$ cat src/rtl/palette_lut.sv
// Palette lookup: 9-bit index to RGB332 with a blank-gated CPU write buffer.
// Sync/blank are delayed to stay aligned with the coloured pixel.
module palette_lut #(
  parameter int DEPTH_BITS    = 9,
  parameter int COLOR_BITS    = 8,
  parameter int PIPE_LAT      = 2,
  parameter int WRITE_ANYTIME = 0
) (
  input  logic                  clk,
  input  logic                  rst,
  input  logic [DEPTH_BITS-1:0] index_in,
  input  logic                  hsync_in,
  input  logic                  vsync_in,
  input  logic                  blank_in,
  input  logic                  wr_req,
  input  logic [DEPTH_BITS-1:0] wr_addr,
  input  logic [COLOR_BITS-1:0] wr_data,
  output logic                  wr_ack,
  output logic                  wr_busy,
  output logic [2:0]            red,
  output logic [2:0]            green,
  output logic [1:0]            blue,
  output logic                  hsync_out,
  output logic                  vsync_out,
  output logic                  blank_out
);

  typedef enum logic {EMPTY, FULL} wb_state_t;

  logic [COLOR_BITS-1:0] mem [0:(1<<DEPTH_BITS)-1];

  wb_state_t             state_q, state_d;
  logic [DEPTH_BITS-1:0] addr_q, addr_d;
  logic [COLOR_BITS-1:0] data_q, data_d;
  logic                  ack_q, ack_d;
  logic [COLOR_BITS-1:0] rd_q, rd_d;
  logic [COLOR_BITS-1:0] rgb_q, rgb_d;
  logic [2:0]            sync_q [PIPE_LAT];
  logic [2:0]            sync_d [PIPE_LAT];
  logic                  commit;

  assign commit = (state_q == FULL) &&
                  (blank_in || (WRITE_ANYTIME != 0));

  always_comb begin
    state_d = state_q;
    addr_d  = addr_q;
    data_d  = data_q;
    ack_d   = 1'b0;
    unique case (state_q)
      EMPTY: begin
        if (wr_req) begin
          state_d = FULL;
          addr_d  = wr_addr;
          data_d  = wr_data;
          ack_d   = 1'b1;
        end
      end
      FULL: begin
        if (commit) state_d = EMPTY;
      end
      default: state_d = EMPTY;
    endcase
  end

  // Read-first: the read samples RAM before this edge's commit lands.
  always_comb begin
    rd_d = mem[index_in];
    sync_d[0] = {hsync_in, vsync_in, blank_in};
    for (int i = 1; i < PIPE_LAT; i++) sync_d[i] = sync_q[i-1];
    rgb_d = sync_q[PIPE_LAT-2][0] ? '0 : rd_q;
  end

  always_ff @(posedge clk) begin
    if (commit) mem[addr_q] <= data_q;
  end

  always_ff @(posedge clk or negedge rst) begin
    if (!rst) begin
      state_q <= EMPTY;
      addr_q  <= '0;
      data_q  <= '0;
      ack_q   <= 1'b0;
      rd_q    <= '0;
      rgb_q   <= '0;
      for (int i = 0; i < PIPE_LAT; i++) sync_q[i] <= '1;
    end else begin
      state_q <= state_d;
      addr_q  <= addr_d;
      data_q  <= data_d;
      ack_q   <= ack_d;
      rd_q    <= rd_d;
      rgb_q   <= rgb_d;
      for (int i = 0; i < PIPE_LAT; i++) sync_q[i] <= sync_d[i];
    end
  end

  assign wr_ack  = ack_q;
  assign wr_busy = (state_q == FULL);
  assign {red, green, blue} = rgb_q;
  assign hsync_out = sync_q[PIPE_LAT-1][2];
  assign vsync_out = sync_q[PIPE_LAT-1][1];
  assign blank_out = sync_q[PIPE_LAT-1][0];

endmodule

$ cat config.mk
export PLATFORM = sky130hd
export DESIGN_NAME = palette_lut
export DESIGN_NICKNAME = d
export VERILOG_FILES = /design/src/rtl/palette_lut.sv
export SDC_FILE = /design/constraint.sdc
export NUM_CORES = 2
export LEC_CHECK = 0
export CAP_MARGIN = 10
export CORE_UTILIZATION = 43
export DETAILED_ROUTE_END_ITERATION = 10
export HOLD_SLACK_MARGIN = 0.12
export PLACE_DENSITY = 0.62
export SYNTH_ARGS = -nofsm -noshare
export SYNTH_HDL_FRONTEND = slang
export SYNTH_SLANG_ARGS = --single-unit
$ cat constraint.sdc
create_clock -name clk -period 15.2 [get_ports clk]
set_input_delay 3.04 -clock clk [delete_from_list [all_inputs] [get_ports clk]]
set_output_delay 3.04 -clock clk [all_outputs]
set_load 0.02 [all_outputs]
Word level (Yosys, flattened, before mapping):

Memory sizes are Yosys's and may differ from the RTL's. A register that Yosys moved wholly into a read port is not among the register bits.
Index checks and enable logic that the tools add are counted.

* flip-flop bits (word level): 33
* bits in writable memories: 4096
* input port bits: 32
* output and inout bits: 13
* word-level logic and storage cells: 19
* memories: 1

Memories
* mem: words 512, bits a word 8, read ports 1, clocked after memory_dff 1, write ports 1, RTL line 30 `logic [COLOR_BITS-1:0] mem [0:(1<<DEPTH_BITS)-1];`

* muxes and demuxes: 7
* bitwise gates (word level): 1
* reduce and logical (&&, ||, !) cells: 3

Operator list (number)
* $mux 8: 1
* $mux 1: 5
* $pmux 1 s2: 1
* $reduce_and 2->1: 1
* $logic_and 1x1->1: 1
* $logic_not 1->1: 1
* $not 1->1: 1

Longest topological paths before layout:

* depth in word-level cells: 3
* gate-level depth with buffers: 15
* mapped depth without buffers: 7

Worst setup path after synthesis:

OpenSTA, ideal clock, no wires.

* kind: flip-flop to flip-flop
* start: register data_q[0]
* end: memory mem[0][0] (data pin)
* setup time: 1.404 ns
* data arrival time: 6.062 ns
* required time: 13.796 ns
* setup slack: 7.734 ns
* cell stages (with the launch flop): 1
* path buffers: 0
* clock period less this slack: 7.466 ns
* cell sequence: dfrtp_1

RTL lines
* start: declaration: RTL line 34 `logic [COLOR_BITS-1:0] data_q, data_d;`
* start signal: assignment: RTL line 90 `data_q <= data_d;`
* end: declaration: RTL line 30

Straight into the memory's write port.

==> run_results.csv <==
group,metric,value,unit
timing,fin_tns_setup,0,ns
worst_hold_path,min_path_cells,0,
run_status,outcome,"completed",
finish,regArea,0.124,mm^2
floorplanning,rows,225,
place,gp_congestion,0.889,
finish,layout.nets,8332,
setup_path,end_kind,"flip-flop",
detailed_routing,wl_met2,206,mm
timing,hold_viol,0,
detailed_routing,drc_errors,0,
detailed_routing,num_vias,83000,
logic_synthesis,synth.distinct_cells,65,
setup_path,required,16.06,ns
timing,fin_worst_skew,0.0801,ns
timing,rsz0062_at_grt,"false",
place,dp_hpwl,260,mm
place,dp_slack,6.74,ns
clock_tree,cts_buffers,408,
run,cap_violations,0,
detailed_routing,drt_first_pass_iters,7,
clock_tree,clk_latency,0.99,ns
logic_synthesis,postSynthCellCount,8202,
setup_path,worstSetupStartpoint,"index_in[0]",
floorplanning,dieArea,0.379,mm^2
timing,max_freq,134,MHz
timing,max_slew_margin,12.1,%
logic_synthesis,async_reset_ff_share,0.991,%
clock_tree,hold_buffers,0,
clock_tree,cts_max_level,5,
setup_path,r2r-end,"mem[183][0]",
logic_synthesis,yosys_most_used_dff,"edfxtp_1",
clock_tree,clock_sinks,4137,
logic_synthesis,synth-edff-count,4096,
setup_path,reg2reg_from,"data_q[0]",
detailed_routing,finalWirelength,431,mm
clock_tree,cts_root_buffer,"clkbuf_16",
clock_tree,clockBufferDepth,4,
detailed_routing,viasPerCell,6.08,
setup_path,reg2reg_depth,3,
logic_synthesis,syn-num-nets,8234,
global_route,antenna_found_initial,26,
timing,fin_crit_sh,49.2,%
clock_tree,clk_pin_slew,0.06,ns
pwr,power.leakage,56.4,nW
worst_hold_path,holdCritStartpoint,"sync_d[2]",
detailed_routing,wl_met1,171,mm
global_route,grt_usage,22.3,%
pwr,irDropWorstVdd,119,uV
timing,setup_viol,0,
logic_synthesis,ys_ff_latch,4137,
floorplanning,initial_core_util,43.2,%
worst_hold_path,hold_class,"flip-flop to flip-flop",
clock_tree,cts_setup_buffers,0,
logic_synthesis,syn_avg_cell_area,19.7,um^2
timing,slew_viol_final,0,
detailed_routing,wl_per_cell,31.6,um
global_route,grt_remaining_overflow,0,
place,portBuffers,44,
global_route,grt_pass1_vias,82200,
clock_tree,cts_tree,"built",
finish,multi_input_area,0.0350,mm^2
detailed_routing,highest_layer,"met5",
finish,drive_above_1_share,18.1,%
logic_synthesis,seq_area_frac_synth,76.6,%
finish,area_delta_synth_final,11.5,%
detailed_routing,dr_wl_met3,37.4,mm
setup_path,cp_max_fo,94,
floorplanning,die_w,616,um
setup_path,cp.arrival,8.35,ns
timing,period_minus_slack,7.48,ns
timing,fin_ws,7.72,ns
logic_synthesis,synth_area,0.162,mm^2
clock_tree,cts_resized,0,
setup_path,r2r_slack,10.77,ns
floorplanning,num_io_pins,45,
global_route,grt_max_degree,175,
floorplanning,die_h,616,um
pwr,total_power,25.3,mW
timing,tightest_slew,1.31,ns
setup_path,worstSetupPathType,"primary input to flip-flop",
detailed_routing,postRouteAntennaNets,0,
setup_path,cp-start-kind,"primary input",
logic_synthesis,yosysWarnings,0,
global_route,grt_pass1_wl,612,mm
pwr,powerDensity,140,mW/mm^2
worst_hold_path,whs_endpoint,"hsync_out",
floorplanning,core_region_area,0.375,mm^2
finish,fill_cells,30300,
detailed_routing,drt_iter0_markers,10300,
layer usage:
layer / vias up / GRT usage, %
met4: 2 / 7.84
li1: 34100 / -
met1: 44000 / 31.0
met3: 787 / 3.50
met2: 4085 / 35.9
met5: - / 0
critical path, cell delays in order:
cell and delay [ns]:
buf_16 0.42, buf_12 0.58, buf_12 0.59, buf_4 0.72, mux2i_1 0.18, o221ai_1 0.36, o22ai_1 0.14, o21ai_0 0.55
nand4_1 0.54, nand4_1 0.50, nor3b_1 0.22
area by class of cell:
type                    count  area share, %
inverters                   5         0.0173
repair buffers            193          0.996
flip-flops and latches   4137           68.7
multi-input cells        3555           19.4
clock inverters           249           1.40
clock buffers             502           5.99
well taps                4994           3.46
diodes                     20         0.0277
how the worst max path moves through the flow:
stage                      to  slack [ns]  cells past startpoint
detailed placement    rd_q[4]        6.74                     11
floorplan           mem[0][0]        7.73                      0
global placement      rd_q[4]        6.79                     11
global route          rd_q[4]        7.54                     11
CTS                   rd_q[4]        7.74                     11
finish                rd_q[4]        7.72                     11
cells in the mapped netlist (20+ instances only):
cell	count	area [um^2]
a2111oi_0	22	193
a211oi_1	43	323
a21oi_1	132	661
a31oi_1	27	169
buf_1	38	143
buf_2	63	315
buf_4	56	420
buf_6	80	901
clkbuf_1	244	916
dfrtp_1	35	876
edfxtp_1	4096	123000
mux2_2	39	439
mux2i_1	693	6940
mux4_2	704	15900
nand2_1	179	672
nand3_1	43	215
nand4_1	29	181
nor2_1	688	2580
nor3_1	146	731
nor4_1	65	407
o21ai_0	89	445
o221ai_1	224	1960
o22ai_1	200	1250
or3_1	20	125
or4_1	23	173
metrics by stage:
step / util [%] / hold slack [ns] / area (um^2) / cells
final: 48.1 / 0.356 / 181000 / 13700
after global routing: 48.1 / 0.364 / 181000 / 13600
after CTS: 48.1 / 0.357 / 181000 / 13600
after detailed placement: 44.5 / 0.347 / 167000 / 12900
after global placement: 44.5 / 0.345 / 167000 / 12900
after floorplan: - / 0.345 / 162000 / 8202
cells in the final DEF, fill, tap and decap left out, types with 37 or more instances in the layout:
cell type	Yosys	layout
nor2_1	688	688
clkdlybuf4s50_1	0	37
nand3_1	43	39
a21oi_1	132	132
o221ai_1	224	224
nor3_1	146	145
buf_4	56	129
clkbuf_16	0	413
clkinv_2	0	82
a211oi_1	43	43
mux2i_1	693	693
nand2_1	179	167
mux4_2	704	704
o22ai_1	200	200
bufinv_16	0	40
edfxtp_1	4096	4096
clkinv_1	2	79
nor4_1	65	65
clkbuf_1	244	74
o21ai_0	89	89
mux2_2	39	39
kinds of logic (layout without fill, tap and decap cells):
group | after synthesis | count (layout) | share of synthesized area, %
AOI/OAI and AO/OA | 798 | 798 | 3.39
buffers and inverters | 510 | 949 | 1.92
DFF | 4137 | 4137 | 76.6
muxes | 1440 | 1440 | 14.4
other | 0 | 20 | 0
and+or+nand+nor | 1317 | 1317 | 3.71
sequential cells by signal, indices dropped and copies added, names as in the netlist:
| signal | count |
|---|---|
| rd_q | 8 |
| addr_q | 9 |
| hsync_out | 1 |
| wr_ack | 1 |
| rgb_q | 8 |
| blank_out | 1 |
| data_q | 8 |
| mem | 4096 |
| sync_d | 3 |
| vsync_out | 1 |
| wr_busy | 1 |
report_power, final:
part,switching (mW),internal (mW)
clock network,4.33,5.75
registers,0.153,13.2
logic,1.42,0.391
(Power assumes the default switching activity.)
